**config.mk**
```make
export PLATFORM = sky130hd
export DESIGN_NAME = order_select_latch_r2_up
export DESIGN_NICKNAME = d
export VERILOG_FILES = /design/src/rtl/edsac_ctrl_pkg.sv /design/src/rtl/minor_cycle_counter.sv /design/src/rtl/order_select_latch_r2_up.sv
export SDC_FILE = /design/constraint.sdc
export NUM_CORES = 1
export LEC_CHECK = 0
export ABC_CLOCK_PERIOD_IN_PS = 2280
export CORE_UTILIZATION = 53
export DETAILED_ROUTE_END_ITERATION = 10
export PLACE_DENSITY = 0.75
export SLEW_MARGIN = 20
export SYNTH_ARGS = -nofsm -noshare
export SYNTH_HDL_FRONTEND = slang
export SYNTH_SLANG_ARGS = --single-unit
```
**constraint.sdc**
```tcl
create_clock -name clk -period 2.28 [get_ports clk]
set_input_delay 0.456 -clock clk [delete_from_list [all_inputs] [get_ports clk]]
set_output_delay 0.456 -clock clk [all_outputs]
set_load 0.02 [all_outputs]
```
**src/rtl/edsac_ctrl_pkg.sv**
```systemverilog
// Shared control-section definitions: short order word geometry and the
// tank-select front-end state encoding.
package edsac_ctrl_pkg;

  localparam int WORD_BITS   = 17;
  localparam int MINOR_CYCLE = 18;

  typedef enum logic [1:0] {
    IDLE  = 2'd0,
    SHIFT = 2'd1,
    ARMED = 2'd2,
    XFER  = 2'd3
  } state_e;

endpackage

```
**src/rtl/minor_cycle_counter.sv**
```systemverilog
// Digit-slot counter for one minor cycle; minor_sync forces slot 0 and a sync
// arriving while the count is away from slot 0 is flagged as early.
module minor_cycle_counter #(
  parameter int MINOR_CYCLE = 18,
  parameter int CNT_W       = 5
) (
  input  logic             clk,
  input  logic             rst_n,
  input  logic             minor_sync,
  output logic [CNT_W-1:0] slot,
  output logic             early_sync
);

  logic [CNT_W-1:0] slot_q;

  assign slot       = minor_sync ? '0 : slot_q;
  assign early_sync = minor_sync && (slot_q != '0);

  // Free-runs and wraps when sync is missing; sync is not required to keep time.
  always_ff @(posedge clk or negedge rst_n) begin
    if (!rst_n) begin
      slot_q <= '0;
    end else if (slot == CNT_W'(MINOR_CYCLE - 1)) begin
      slot_q <= '0;
    end else begin
      slot_q <= slot + 1'b1;
    end
  end

endmodule

```
**src/rtl/order_select_latch_r2_up.sv**
```systemverilog
// r2_up tank-select front end: deserialises a short order, latches the two
// select bits as complementary rails and issues one-minor-cycle transfer strobes.
module order_select_latch_r2_up #(
  parameter int WORD_BITS   = edsac_ctrl_pkg::WORD_BITS,
  parameter int MINOR_CYCLE = edsac_ctrl_pkg::MINOR_CYCLE,
  parameter int SEL_LO      = 7
) (
  input  logic clk,
  input  logic rst_n,
  input  logic minor_sync,
  input  logic order_bit,
  input  logic load_order,
  input  logic xfer_req,
  input  logic dir_in,
  output logic r2_up_f7_pos,
  output logic r2_up_f7_neg,
  output logic r2_up_f8_pos,
  output logic r2_up_f8_neg,
  output logic r2_up_t_in,
  output logic r2_up_t_out,
  output logic order_valid,
  output logic xfer_done,
  output logic frame_err
);
  import edsac_ctrl_pkg::*;

  localparam int CNT_W = $clog2(MINOR_CYCLE + 1);

  state_e           state_q, state_d;
  logic [CNT_W-1:0] slot, strobe_cnt_q, cnt_d;
  logic             early_sync, load_acc, start, abort;
  logic             pending_q, pending_d, order_valid_q, valid_d;
  logic             frame_err_q, err_d, xfer_done_q, done_d;
  logic             shift_en, win_en, latch_en, capture_dir;
  logic [1:0]       win_q, sel_q;
  logic             dir_q;

  minor_cycle_counter #(
    .MINOR_CYCLE (MINOR_CYCLE),
    .CNT_W       (CNT_W)
  ) u_slot (
    .clk        (clk),
    .rst_n      (rst_n),
    .minor_sync (minor_sync),
    .slot       (slot),
    .early_sync (early_sync)
  );

  assign load_acc = minor_sync && load_order;

  always_ff @(posedge clk or negedge rst_n) begin
    if (!rst_n) begin
      state_q       <= IDLE;
      pending_q     <= 1'b0;
      order_valid_q <= 1'b0;
      frame_err_q   <= 1'b0;
      xfer_done_q   <= 1'b0;
      strobe_cnt_q  <= '0;
    end else begin
      state_q       <= state_d;
      pending_q     <= pending_d;
      order_valid_q <= valid_d;
      frame_err_q   <= err_d;
      xfer_done_q   <= done_d;
      strobe_cnt_q  <= cnt_d;
    end
  end

  always_comb begin
    state_d     = state_q;
    pending_d   = pending_q;
    valid_d     = order_valid_q;
    err_d       = frame_err_q;
    done_d      = 1'b0;
    cnt_d       = strobe_cnt_q;
    shift_en    = 1'b0;
    latch_en    = 1'b0;
    capture_dir = 1'b0;
    start       = 1'b0;
    abort       = 1'b0;
    case (state_q)
      IDLE:  start = load_acc;
      SHIFT: begin
        shift_en = 1'b1;
        if (minor_sync) begin
          abort = 1'b1;
        end else if (slot == CNT_W'(WORD_BITS - 1)) begin
          latch_en = 1'b1;
          valid_d  = 1'b1;
          state_d  = ARMED;
        end
      end
      ARMED: begin
        if (load_acc) begin
          start = 1'b1;
        end else if (minor_sync && pending_q) begin
          state_d = XFER;
          cnt_d   = CNT_W'(1);
        end else if (xfer_req && !pending_q) begin
          pending_d   = 1'b1;
          capture_dir = 1'b1;
        end
      end
      XFER: begin
        if (early_sync) begin
          abort = 1'b1;
        end else if (strobe_cnt_q == CNT_W'(MINOR_CYCLE)) begin
          done_d    = 1'b1;
          pending_d = 1'b0;
          state_d   = ARMED;
          start     = load_acc;
        end else begin
          cnt_d = strobe_cnt_q + 1'b1;
        end
      end
      default: state_d = IDLE;
    endcase
    if (start) begin
      state_d   = SHIFT;
      valid_d   = 1'b0;
      pending_d = 1'b0;
      err_d     = 1'b0;
      shift_en  = 1'b1;
    end
    if (abort) begin
      state_d   = IDLE;
      valid_d   = 1'b0;
      pending_d = 1'b0;
      err_d     = 1'b1;
    end
  end

  // Only the two-bit select window is retained; it settles once bit SEL_LO+1 is in.
  assign win_en = shift_en && (slot <= CNT_W'(SEL_LO + 1));

  always_ff @(posedge clk) begin
    if (win_en)      win_q <= {order_bit, win_q[1]};
    if (latch_en)    sel_q <= win_q;
    if (capture_dir) dir_q <= dir_in;
  end

  assign r2_up_f7_pos = order_valid_q &  sel_q[0];
  assign r2_up_f7_neg = order_valid_q & ~sel_q[0];
  assign r2_up_f8_pos = order_valid_q &  sel_q[1];
  assign r2_up_f8_neg = order_valid_q & ~sel_q[1];
  assign r2_up_t_in   = (state_q == XFER) &  dir_q;
  assign r2_up_t_out  = (state_q == XFER) & ~dir_q;
  assign order_valid  = order_valid_q;
  assign xfer_done    = xfer_done_q;
  assign frame_err    = frame_err_q;

endmodule
```
## Yosys cells after proc, flatten, opt, wreduce, memory -nomap -nowiden

Index checks and enable logic that the tools add are counted.

| cells by class | value |
|---|---|
| bitwise logic cells | 9 |
| shifts and indexed selects | 0 |
| divide/modulo/power cells | 0 |
| add/sub/neg operators | 2 |
| equality and inequality tests | 19 |
| magnitude comparators | 1 |
| reduce and logical (&&, ||, !) cells | 18 |
| $mul | 0 |
| mux-type cells | 50 |

Operator list:

| cell | number |
|---|---|
| $ne 4x4->1 const B | 8 |
| $mux 1 | 31 |
| $mux 5 | 6 |
| $mux 2 | 8 |
| $eq 5x5->1 const B | 3 |
| $add 5x1->5 const B | 2 |
| $pmux 5 s2 | 1 |
| $reduce_bool 5->1 | 2 |
| $ne 2x2->1 const B | 4 |
| $reduce_and 7->1 | 1 |
| $and 1x1->1 | 6 |
| $pmux 2 s3 | 1 |
| $reduce_and 6->1 | 1 |
| $reduce_bool 3->1 | 2 |
| $le 5x4->1 const B | 1 |
| $logic_and 1x1->1 | 5 |
| $reduce_and 5->1 | 1 |
| $eq 2x2->1 const B | 2 |
| $pmux 1 s2 | 2 |
| $reduce_bool 2->1 | 2 |
| $reduce_bool 4->1 | 1 |
| $ne 3x1->1 const B | 1 |
| $not 1->1 | 3 |
| $pmux 1 s3 | 1 |
| 4 further kinds | 4 |

| storage, ports and cells | value |
|---|---|
| output and inout bits | 9 |
| input port bits | 7 |
| memories | 0 |
| logic and storage cells | 109 |
| flip-flop bits (word level) | 21 |
| ROM bits | 0 |
| bits in latches | 0 |
| memory bits (writable) | 0 |

## Depth between registers and ports, before layout

Gate-level depths: netlist of run 1.

| logic depth | value |
|---|---|
| word-level depth | 8 |
| mapped depth | 8 |
| gate-level depth less buffers | 7 |

## Cells and area by module

A second synthesis of run 1 with hierarchy kept.

| unflattened totals | value |
|---|---|
| cells, all modules | 123 |
| area total of the unflattened synthesis | 1169.9 um^2 |

Modules (own cells, without submodules):

| module | seq. area each (um^2) | times used | cells an instance | area an instance (um^2) |
|---|---|---|---|---|
| order_select_latch_r2_up | 425.4 | 1 | 94 | 907.1 |
| minor_cycle_counter | 125.1 | 1 | 29 | 262.8 |

## Worst setup path before layout of run 1

OpenSTA, ideal clock, no wires.

| timing path | value |
|---|---|
| kind | input-to-reg |
| start point | in minor_sync |
| end point | reg win_q[0] (enable) |
| setup slack | 0.556 ns |
| setup time | 0.316 ns |
| path buffers | 1 |
| stages on the path | 7 |
| data required time | 1.964 ns |
| data arrival time | 1.408 ns |
| path through | clkbuf_1 or2b_1 ha_1 inv_1 o21ai_0 a21oi_1 a21oi_1 |

| between the ends | value |
|---|---|
| cells in the longest elaborated chain, start to end | 6 |
| elaborated cells between the ends (all ways) | 10 |
| classes of those cells | 1 x order compare; 6 x mux; 3 x reduce/logical |

RTL lines:

| element | RTL line | text |
|---|---|---|
| start: declaration | order_select_latch_r2_up.sv:10 | `input logic minor_sync,` |
| $logic_and 1x1->1 | order_select_latch_r2_up.sv:49 | `assign load_acc = minor_sync && load_order;` |
| $mux 1 | order_select_latch_r2_up.sv:107 | `end else if (strobe_cnt_q == CNT_W'(MINOR_CYCLE)) begin` |
| $mux 1 | order_select_latch_r2_up.sv:105 | `if (early_sync) begin` |
| $pmux 1 s3 | order_select_latch_r2_up.sv:81 | `case (state_q)` |
| $mux 1 | order_select_latch_r2_up.sv:118 | `if (start) begin` |
| $logic_and 1x1->1 * | order_select_latch_r2_up.sv:134 | `assign win_en = shift_en && (slot <= CNT_W'(SEL_LO + 1));` |
| via win_en | order_select_latch_r2_up.sv:34 | `logic shift_en, win_en, latch_en, capture_dir;` |
| end signal: assignment | order_select_latch_r2_up.sv:137 | `if (win_en) win_q <= {order_bit, win_q[1]};` |
| end: declaration | order_select_latch_r2_up.sv:35 | `logic [1:0] win_q, sel_q;` |

Mark *: on every way through the listed nets, which the timed path passes. The rest lies on a longest branch.
A chain may end at the register's enable or synchronous reset.

## Worst setup path in the final report of run 1

| timing path | value |
|---|---|
| start point | reg state_q[0] |
| end point | out r2_up_t_out |

| between the ends | value |
|---|---|
| cells in the longest elaborated chain, start to end | 2 |

RTL lines:

| element | RTL line | text |
|---|---|---|
| start: declaration | order_select_latch_r2_up.sv:29 | `state_e state_q, state_d;` |
| start signal: assignment | order_select_latch_r2_up.sv:60 | `state_q <= state_d;` |
| $eq 2x2->1 | order_select_latch_r2_up.sv:147 | `assign r2_up_t_out = (state_q == XFER) & ~dir_q;` |
| $and 1x1->1 | order_select_latch_r2_up.sv:147 |  |
| end: declaration | order_select_latch_r2_up.sv:20 | `output logic r2_up_t_out,` |

No other way between the ends.

==> results of run 1 <==
==> kinds of logic after synthesis <==
logic type	count (synthesis)	share of synthesized area
DFF	21	0.481
buffers and inverters	11	0.0372
and+or+nand+nor	48	0.243
AOI/OAI and AO/OA	27	0.166
muxes	1	0.00985
adders and majority gates	5	0.0547
xor gates and xnor gates	1	0.00766
==> cells in the mapped netlist, types with 2 or more instances <==
cell	instances
sky130_fd_sc_hd__nor2_1	10
sky130_fd_sc_hd__or2b_1	2
sky130_fd_sc_hd__nand2_1	10
sky130_fd_sc_hd__nand4_1	3
sky130_fd_sc_hd__o21ai_0	6
sky130_fd_sc_hd__clkbuf_1	2
sky130_fd_sc_hd__nand2b_1	3
sky130_fd_sc_hd__a31oi_1	2
sky130_fd_sc_hd__nor2b_1	5
sky130_fd_sc_hd__edfxtp_1	5
sky130_fd_sc_hd__nand3_1	5
sky130_fd_sc_hd__ha_1	5
sky130_fd_sc_hd__o22ai_1	2
sky130_fd_sc_hd__and2_1	4
sky130_fd_sc_hd__a21oi_1	6
sky130_fd_sc_hd__inv_1	8
sky130_fd_sc_hd__o211ai_1	2
sky130_fd_sc_hd__dfrtp_1	16
==> worst max-delay path by stage <==
stage	slack, ns	to	startpoint	cells after the start
detailed placement	0.15	win_q[0]	minor_sync	7
finish	0.18	r2_up_t_out	state_q[0]	3
global route	0.08	r2_up_t_out	state_q[0]	3
global placement	0.21	win_q[0]	minor_sync	7
floorplan	0.56	win_q[0]	minor_sync	7
CTS	0.10	r2_up_t_out	state_q[0]	3
==> final cells by class <==
cell class / instances / share of cell area
inverter: 8 / 0.0220
multi-input combinational: 82 / 0.403
clock buffer: 4 / 0.0192
tap: 27 / 0.0247
sequential: 21 / 0.405
timing repair buffer: 18 / 0.126
==> critical path: stages (launching register included) <==
cell,delay [ns]
sky130_fd_sc_hd__dfrtp_2,0.46
sky130_fd_sc_hd__nand2_1,0.17
sky130_fd_sc_hd__nor2_1,0.12
sky130_fd_sc_hd__clkdlybuf4s50_1,0.60
==> report_power, final <==
group	internal, mW	switching, mW
logic	0.0992	0.0939
registers	0.436	0.0455
clock network	0.0682	0.107
total	0.603	0.246
==> timing repair <==
item	CTS	global route
setup endpoints to repair	0	1
gates resized for setup	0	2
hold buffers	0	0
==> metal layers <==
metal / up-vias / GRT usage
li1: 436 / -
met1: 417 / 0.262
met2: 22 / 0.340
met3: 2 / 0.0409
met4: 0 / 0.0735
met5: - / 0
==> through the flow <==
| step | power (mW) | util |
|---|---|---|
| after global placement | 0.676 | 0.668 |
| after global routing | 0.896 | 0.683 |
| after CTS | 0.850 | 0.681 |
| final | 0.849 | 0.683 |
| after detailed placement | 0.681 | 0.668 |
| after floorplan | 0.611 | - |
==> flip-flops by register name, summed over array words and instances (netlist names) <==
signal,flops
frame_err,1
strobe_cnt_q,5
sel_q,2
xfer_done,1
pending_q,1
state_q,2
u_slot.slot_q,5
dir_q,1
order_valid,1
win_q,2
==> summary by stage, run 1 <==
Status
The flow ran to the end, and the final reports show no timing, DRC or antenna violations.

Layout
0 antenna diodes ended up in the layout. The top cell types in the final layout, fill and taps aside, are sky130_fd_sc_hd__clkdlybuf4s50_1 (15), sky130_fd_sc_hd__dfrtp_1 (14), sky130_fd_sc_hd__nor2_1 (10), sky130_fd_sc_hd__nand2_1 (10), sky130_fd_sc_hd__inv_1 (8). The most common library cell in the layout ignoring fill and taps is sky130_fd_sc_hd__clkdlybuf4s50_1. The fraction of final layout cells sized beyond drive strength 1 is 0.113.

The net count of the finished layout is 146. After routing the design area is about 0.0014 mm². Once layout is complete, the cells apart from fillers number 160. The multi-input logic area is approximately 550 µm². The growth of design area from synthesis to finish is 19.5%. The final-layout fill cell count is 155.

The storage element area is between 500 and 600 µm².

Worst setup path
The worst flop-to-flop path endpoint is strobe_cnt_q[0]. STA classifies the critical path endpoint as an output port. The data arrival time of the worst path is 1.64 ns. The type of element launching the critical path is a flip-flop. The critical path is of the flip-flop to output port type.

The cell count of the worst reg-to-reg path is 7. In this run the worst path has a maximum fanout of 10. In this run the critical register-to-register path is launched from strobe_cnt_q[0]. The minimum setup slack among reg-to-reg paths is 0.45 ns. Data on the critical path is required at its endpoint by 1.82 ns.

Hold path
The worst hold path belongs to the class flip-flop to flip-flop. The worst hold path terminates at sel_q[0]. The worst hold path begins at win_q[0]. Counting instances, the worst hold path has a depth of 0.

Floorplanning
For this configuration, the core starts out at a cell density of 0.571. The height of the chip is 48.5 µm. The area of the die is about 0.0023 mm².

The site row count is 16. The placeable core area is roughly 0.002 mm². The die is slightly below 50 µm wide. The I/O pin total is 16.

Drt
Wires add up to ~2100 µm. The final routed wire length divided by cell count is 13.0 µm. The number of detailed-routing iterations run before antenna repair is 4.

The detailed-routing wirelength on met1 is roughly 1000 µm. In the detailed route, the total length drawn on met2 is 958 µm. The amount of wire on met3 after detailed routing is 88 µm. In the routed design, unresolved DRC markers number 0. The via count is 877. The highest metal layer carrying signal wires in the routed design is met4.

The detail route stage leaves a number of antenna-violating nets equal to 0. After detailed routing, the number of vias per cell comes to 5.48. The first routing iteration left 25 violations.

Placed design
The cell count after placement is 156. After detailed placement, the total cell area comes to approximately 0.0013 mm². The final weighted congestion in routability-driven placement is 0.857. Timing analysis after detailed placement gives a worst setup slack of 0.155 ns. During placement, the flow inserted port buffers numbering 15. Detailed placement ended at an HPWL of 1560 µm.

Synth
The cell area after synthesis is about 0.0011 mm². Synthesis produced a netlist with a net count of 126. Synthesis handed over a netlist of 114 instances. Sorting the synthesized cells by area gives the leading types as sky130_fd_sc_hd__dfrtp_1 (35%), sky130_fd_sc_hd__edfxtp_1 (13%), sky130_fd_sc_hd__ha_1 (5.5%). Counting flops with an async set or reset pin after synthesis yields a share of 0.762. In this run, distinct cell masters in the synthesized netlist total 36. Of the post-synthesis cell area, the dominant cell type holds 0.350. The total of warnings raised by yosys is 0.

The number of register bits inferred by synthesis is 21. The average cell area after synthesis is 10.0 µm². The largest total area in the synthesized netlist belongs to sky130_fd_sc_hd__dfrtp_1. The most common flop cell mapped by yosys is sky130_fd_sc_hd__dfrtp_1. The number of flops mapped to enable cells by yosys is 5. The sequential fraction of the synthesis area is 0.481.

STA
Setup repair after global routing left no endpoint under its margin. The worst hold slack is 0.436 ns. The final-report hold violation count is 0. For this run, the top clock speed supported by timing is roughly 480 MHz.

Across all setup checks in the final design, the least slack found is ~0.18 ns. For the pin with the worst max-slew slack, the measured transition is 0.722 ns. The final critical-path required period is ~2.1 ns. In this run the tightest slew margin relative to its limit is 0.517. The setup skew after layout is roughly 0.013 ns. The final clock period utilization by the worst path is 0.920. The total negative slack for setup checks is 0 ns. The number of pins with negative max-slew slack in the final report is 0. The number of failing setup endpoints in the final timing report is 0.

Global route
Entering global routing, the biggest net connects 17 pins. The via count of the first global-routing pass is between 800 and 900. Summed over all layers, the global routing overflow is 0.

The global router's overall resource usage is 0.203. The first global-routing pass estimated 3660 µm of wire. The number of antenna violations at the first check in global routing is 0.

Pwr
The maximum vdd ir drop is between 0.4 and 0.5 mV. The leakage power figure is 0.575 nW. The power per unit of standard cell area is 621 mW/mm².

Flow run
The number of violations of the max-capacitance limit is 0.

CTS
Post-CTS timing repair inserted 0 buffers for setup. The tree built by TritonCTS fans out to 21 sinks. The number of buffers inserted during clock tree synthesis is 3. The number of buffers on the longest clock path is 2. The clock transition time at the flip-flop clock pins of the worst setup and hold paths is 0.10 ns. TritonCTS built the clock tree. The number of levels in the clock H-tree is 1. The clock network latency to the later pin of the worst-skew pair is 0.30 ns.

In this run the clock root is driven by a sky130_fd_sc_hd__clkbuf_4.
Note: power is estimated with default switching activity, not from simulation.
==> run 2: changes to the inputs <==
--- a/config.mk
+++ b/config.mk
@@ -8,2 +8,3 @@
 export ABC_CLOCK_PERIOD_IN_PS = 2280
+export CORE_ASPECT_RATIO = 1.5
 export CORE_UTILIZATION = 53
==> constraint.sdc (replaced) <==
create_clock -name clk -period 2.28 [get_ports clk]
set_input_delay 0.228 -clock clk [delete_from_list [all_inputs] [get_ports clk]]
set_output_delay 0.228 -clock clk [all_outputs]
set_load 0.02 [all_outputs]
==> summary by stage, run 2 (synthesized netlist as in run 1, its figures left out) <==
Worst setup path
The minimum setup slack among reg-to-reg paths is 0.44 ns (was 0.45 ns). The kind of capture point of the worst setup path is an output port (unchanged). The critical register-to-register path startpoint is strobe_cnt_q[0] (unchanged). The worst flop-to-flop path endpoint is strobe_cnt_q[3] (was strobe_cnt_q[0]).

The type of element launching the critical path is a flip-flop (unchanged). The data arrival time of the worst path was 1.79 ns (was 1.64 ns). The cell count of the worst reg-to-reg path came to 7 (unchanged). The start point of the critical path is state_q[0] (unchanged). The data required time at the worst endpoint is 2.05 ns (was 1.82 ns). The largest fanout of any net on the critical path is 10 (unchanged). The kind of critical path is flip-flop to output port (unchanged).

STA
The top achievable clock speed is 496 MHz (was 477 MHz). The final-report hold violation count is 0 (unchanged). The final critical-path required period is 2.02 ns (was 2.10 ns). Setup repair after global routing missed its margin: false (unchanged). The total negative slack for setup checks is 0 ns (unchanged). The relative max-transition margin is 0.535 (was 0.517). The actual transition at the worst max-transition pin is 0.696 ns (was 0.722 ns). The final clock period utilization by the worst path came to 0.884 (was 0.920).

The number of failing setup endpoints in the final timing report is 0 (unchanged). The setup skew after layout is 0.00142 ns (was 0.0134 ns). The number of pins with negative max-slew slack in the final report came to 0 (unchanged).

Global route
The global router's overall resource usage is 0.246 (was 0.203). The first-pass GRT wire length is 3900 µm (was 3660 µm). The aggregate global routing overflow is 0 (unchanged). The number of antenna violations at the first check in global routing came to 0 (unchanged).

The pin count of the biggest net entering global routing is 17 (unchanged). The via count of the first global-routing pass came to 907 (was 853).

Drt
The total wirelength of the detailed-routed design was 2310 µm (was 2080 µm). The final routed wire length divided by cell count was 15.1 µm (was 13.0 µm). The via count was 898 (was 877). The DRC violation count after routing is 0 (unchanged). The first-iteration detailed-routing DRC count is 35 (was 25). The number of detailed-routing iterations run before antenna repair was 4 (unchanged).

The remaining number of nets flagged by the antenna check after routing is 0 (unchanged). The via density per instance is 5.87 (was 5.48).

CTS
The count of instances resized after the clock tree is built is 0 (unchanged). The post-CTS setup repair buffer count is 0 (unchanged). The clock network latency to the later pin of the worst-skew pair is 0.31 ns (was 0.30 ns). The clock transition time at the flip-flop clock pins of the worst setup and hold paths is 0.11 ns (was 0.10 ns).

The clock root buffer master is sky130_fd_sc_hd__clkbuf_4 (unchanged). The count of hold buffers inserted by post-cts repair came to 0 (unchanged). The TritonCTS clock tree is done (unchanged). The clock sink total was 21 (unchanged).

The number of buffers on the longest clock path is 2 (unchanged). The number of levels in the clock H-tree is 1 (unchanged). The number of buffers inserted during clock tree synthesis is 3 (unchanged).

Hold path
The type of the most critical hold path is input port to async pin (was flip-flop to flip-flop).

Floorplanning
The effective utilization at floorplan is 0.564 (was 0.571). The area of the die came to 0.00235 mm² (about the same). The I/O pin total is 16 (unchanged).

The site row count was 20 (was 16). The placeable core area came to 0.00203 mm² (was 0.00200 mm²). The horizontal die dimension came to 39.9 µm (was 48.5 µm). The height of the chip is 58.9 µm (was 48.5 µm).

Layout
The most common library cell in the layout ignoring fill and taps was sky130_fd_sc_hd__dfrtp_1 (was sky130_fd_sc_hd__clkdlybuf4s50_1). The growth of design area from synthesis to finish is 17.5% (was 19.5%). The fraction of final layout cells sized beyond drive strength 1 is 0.0916 (was 0.113).

Commonest cells after routing, fill and taps aside: sky130_fd_sc_hd__dfrtp_1 (16), sky130_fd_sc_hd__clkdlybuf4s50_1 (15), sky130_fd_sc_hd__nor2_1 (10), sky130_fd_sc_hd__nand2_1 (10), sky130_fd_sc_hd__inv_1 (8) (was sky130_fd_sc_hd__clkdlybuf4s50_1 (15), sky130_fd_sc_hd__dfrtp_1 (14), sky130_fd_sc_hd__nor2_1 (10), sky130_fd_sc_hd__nand2_1 (10), sky130_fd_sc_hd__inv_1 (8)). The total inserted antenna cells is 0 (unchanged). The end-of-flow core utilization is 0.663 (was 0.683).

The net count reported at finish was 144 (was 146). Largest registers: strobe_cnt_q (5), u_slot.slot_q (5) (unchanged).

Pwr
The maximum vdd ir drop is 0.405 mV (was 0.467 mV). The leakage power figure was 0.571 nW (was 0.575 nW). The power per unit of standard cell area is 632 mW/mm² (was 621 mW/mm²).

Placed design
The post-DP HPWL came to 1780 µm (was 1560 µm). The quantity of I/O buffers inserted on ports is 15 (unchanged). The final weighted congestion in routability-driven placement is 0.829 (was 0.857).

Flow run
The number of violations of the max-capacitance limit came to 0 (unchanged).

Status
Run status: complete, no violations (unchanged).
## run 2: final cells by class
cell class / count / area [µm²]
timing repair buffer: 16 / 158
tap: 22 / 27.5
clock buffer: 3 / 22.5
fill: 162 / 683
clock inverter: 1 / 5.00
multi-input combinational: 82 / 551
sequential: 21 / 551
inverter: 8 / 30.0
## run 2: worst max path at each step
stage	endpoint	slack (ns)	cells after the start
6_report	r2_up_t_out	0.26	3
5_1_grt	r2_up_t_out	0.13	3
4_1_cts	r2_up_t_out	0.26	3
3_5_place_dp	win_q[1]	0.26	7
3_3_place_gp	strobe_cnt_q[3]	0.32	7
2_1_floorplan	strobe_cnt_q[0]	0.61	7
## run 2: report_power, final
group          total (mW)  internal [mW]  switching [mW]
clock               0.178         0.0656           0.113
sequential          0.481          0.434          0.0468
combinational       0.191         0.0927          0.0983
total               0.850          0.592           0.258
## run 2: routing by layer
layer,wire length (µm),vias to the layer above,GRT usage
li1,-,436,-
met1,909,431,0.279
met2,1240,27,0.399
met3,127,4,0.0642
met4,27,0,0.133
met5,0,-,0
## run 2: worst max-delay path, stage by stage (launching register included)
cell	delay, ns
sky130_fd_sc_hd__dfrtp_1	0.53
sky130_fd_sc_hd__nand2_1	0.22
sky130_fd_sc_hd__nor2_1	0.13
sky130_fd_sc_hd__clkdlybuf4s50_1	0.61
## run 2: through the flow
step	std cells	power [mW]	cell area [µm²]	setup slack (ns)	hold slack [ns]
after floorplan	114	0.611	1140	0.611	-0.0676
after global placement	149	0.673	1320	0.322	0.412
after detailed placement	149	0.679	1320	0.261	0.407
after CTS	153	0.854	1340	0.258	0.346
after global routing	153	0.903	1340	0.135	0.374
final	153	0.850	1340	0.264	0.325
==> run 3: changes to the inputs <==
CORE_ASPECT_RATIO = 0.9   (was 1.5)
==> summary by stage, run 3 (synthesized netlist as in run 1, its figures left out) <==
Pwr
The reported net switching power is 0.246 mW (was 0.258 mW). The sequential cell fraction of total power is 0.572 (was 0.566). The total power was 0.840 mW (was 0.850 mW).

The cell-internal power is 0.595 mW (was 0.592 mW). The maximum vdd ir drop is 0.545 mV (was 0.405 mV). The leakage power figure came to 0.568 nW (was 0.571 nW). The switching part of the total is 0.293 (was 0.303).

The relative contribution of the clock network to total power is 0.201 (was 0.210). The proportion of power drawn by combinational gates is 0.227 (was 0.225). The power per unit of standard cell area is 624 mW/mm² (was 632 mW/mm²).

STA
Setup repair after global routing missed its margin: false (unchanged). The relative max-transition margin came to 0.532 (was 0.535). The setup skew after layout is 0.00440 ns (was 0.00142 ns).

The number of failing setup endpoints in the final timing report came to 0 (unchanged). The actual transition at the worst max-transition pin is 0.700 ns (was 0.696 ns). The number of pins with negative max-slew slack in the final report is 0 (unchanged). The top achievable clock speed is 489 MHz (was 496 MHz). The total negative slack for setup checks came to 0 ns (unchanged).

The worst hold slack was 0.346 ns (was 0.325 ns). The final critical-path required period came to 2.04 ns (was 2.02 ns). The final clock period utilization by the worst path is 0.896 (was 0.884). The final-report hold violation count is 0 (unchanged).

Worst setup path
The data required time at the worst endpoint is 2.05 ns (about the same). The kind of critical path is flip-flop to output port (unchanged). The kind of capture point of the worst setup path is an output port (unchanged). The type of element launching the critical path is a flip-flop (unchanged). The data arrival time of the worst path is 1.82 ns (was 1.79 ns). The largest fanout of any net on the critical path was 10 (unchanged).

Layout
The net count reported at finish was 144 (unchanged). The final design area excluding fillers was 0.00135 mm² (was 0.00134 mm²). The total inserted antenna cells came to 0 (unchanged). Largest registers: strobe_cnt_q (5), u_slot.slot_q (5) (unchanged).

The final-layout fill cell count is 161 (was 162). The growth of design area from synthesis to finish came to 17.7% (was 17.5%). The final non-filler cell total is 156 (was 153). Commonest cells after routing, fill and taps aside: sky130_fd_sc_hd__dfrtp_1 (16), sky130_fd_sc_hd__clkdlybuf4s50_1 (15), sky130_fd_sc_hd__nor2_1 (10), sky130_fd_sc_hd__nand2_1 (10), sky130_fd_sc_hd__inv_1 (8) (unchanged). The most common library cell in the layout ignoring fill and taps is sky130_fd_sc_hd__dfrtp_1 (unchanged). The fraction of final layout cells sized beyond drive strength 1 is 0.0840 (was 0.0916).

Drt
The remaining number of nets flagged by the antenna check after routing is 0 (unchanged). The first-iteration detailed-routing DRC count is 25 (was 35). The final routed wire length divided by cell count came to 13.8 µm (was 15.1 µm). The via density per instance was 5.60 (was 5.87). The number of detailed-routing iterations run before antenna repair is 5 (was 4). The total wirelength of the detailed-routed design is 2150 µm (was 2310 µm). The via count is 873 (was 898).

The DRC violation count after routing came to 0 (unchanged).

CTS
The number of levels in the clock H-tree is 1 (unchanged). The clock network latency to the later pin of the worst-skew pair is 0.29 ns (was 0.31 ns). The count of hold buffers inserted by post-cts repair is 0 (unchanged). The clock root buffer master is sky130_fd_sc_hd__clkbuf_4 (unchanged). The clock transition time at the flip-flop clock pins of the worst setup and hold paths is 0.11 ns (about the same). The count of instances resized after the clock tree is built was 0 (unchanged). The TritonCTS clock tree is done (unchanged). The number of buffers inserted during clock tree synthesis is 3 (unchanged).

The number of buffers on the longest clock path is 2 (unchanged). The clock sink total is 21 (unchanged). The post-CTS setup repair buffer count is 0 (unchanged).

Floorplanning
The height of the chip is 46.1 µm (was 58.9 µm). The placeable core area came to 0.00197 mm² (was 0.00203 mm²). The site row count is 15 (was 20).

The area of the die is 0.00235 mm² (about the same). The I/O pin total is 16 (unchanged). The effective utilization at floorplan is 0.580 (was 0.564). The horizontal die dimension was 51.0 µm (was 39.9 µm).

Placed design
The post-DP HPWL is 1660 µm (was 1780 µm). The placement-stage cell area is 0.00132 mm² (about the same). The quantity of I/O buffers inserted on ports is 15 (unchanged).

The final weighted congestion in routability-driven placement is 0.787 (was 0.829). The cell count after placement is 152 (was 149).

Global route
The aggregate global routing overflow came to 0 (unchanged). The global router's overall resource usage is 0.218 (was 0.246). The number of antenna violations at the first check in global routing is 0 (unchanged).

The pin count of the biggest net entering global routing is 17 (unchanged). The first-pass GRT wire length is 3590 µm (was 3900 µm). The via count of the first global-routing pass is 779 (was 907).

Flow run
The number of violations of the max-capacitance limit was 0 (unchanged).

Status
Run status: complete, no violations (unchanged).

Hold path
The type of the most critical hold path is input port to async pin (unchanged).
run 3: changes by cell type in the layout (fill, tap and decap cells not counted), sizes merged:
cell / previous run / this run
clkbuf: 3 / 4
clkinv: 1 / 0
run 3: power by group through the flow:
stage,sequential [mW],clock (mW),combinational (mW)
global placement,0.485,0,0.185
global route,0.488,0.189,0.211
CTS,0.479,0.177,0.193
finish,0.480,0.169,0.191
detailed placement,0.486,0,0.192
floorplan,0.473,0,0.138
run 3: final timing paths:
kind / startpoint / to / slack (ns) / cells after the start
min: rst_n / strobe_cnt_q[4] / 0.35 / 1
min in group clk: win_q[0] / sel_q[0] / 0.44 / 0
max: state_q[1] / r2_up_t_out / 0.24 / 3
max in group asynchronous: rst_n / strobe_cnt_q[2] / 1.49 / 1
min reg2reg: win_q[0] / sel_q[0] / 0.44 / 0
max reg2reg: strobe_cnt_q[0] / strobe_cnt_q[0] / 0.47 / 7
run 3: layer usage:
| layer | part of all wire | track usage | vias to the layer above | routed length (µm) |
|---|---|---|---|---|
| met1 | 0.48 | 0.299 | 411 | 1030 |
| met4 | 0.0056 | 0.0500 | 0 | 12 |
| li1 | - | - | 433 | - |
| met2 | 0.45 | 0.345 | 27 | 970 |
| met3 | 0.062 | 0.0627 | 2 | 133 |
| met5 | 0 | 0 | - | 0 |
run 3: layout make-up:
cell class | instances | area (µm²) | share of cell area
multi-input combinational | 82 | 551 | 0.409
timing repair buffer | 16 | 158 | 0.117
inverter | 8 | 30.0 | 0.0223
clock buffer | 4 | 26.3 | 0.0195
sequential | 21 | 551 | 0.409
tap | 25 | 31.3 | 0.0232
run 3: critical path: stages (launching register included):
cell,delay (ns)
sky130_fd_sc_hd__dfrtp_1,0.52
sky130_fd_sc_hd__nand2_1,0.23
sky130_fd_sc_hd__nor2_1,0.15
sky130_fd_sc_hd__clkdlybuf4s50_1,0.62
run 3: metrics by stage:
| stage | setup WS, ns | utilization |
|---|---|---|
| floorplan | 0.611 | - |
| global placement | 0.386 | 0.670 |
| detailed placement | 0.327 | 0.670 |
| CTS | 0.226 | 0.683 |
| global route | 0.117 | 0.683 |
| finish | 0.237 | 0.683 |
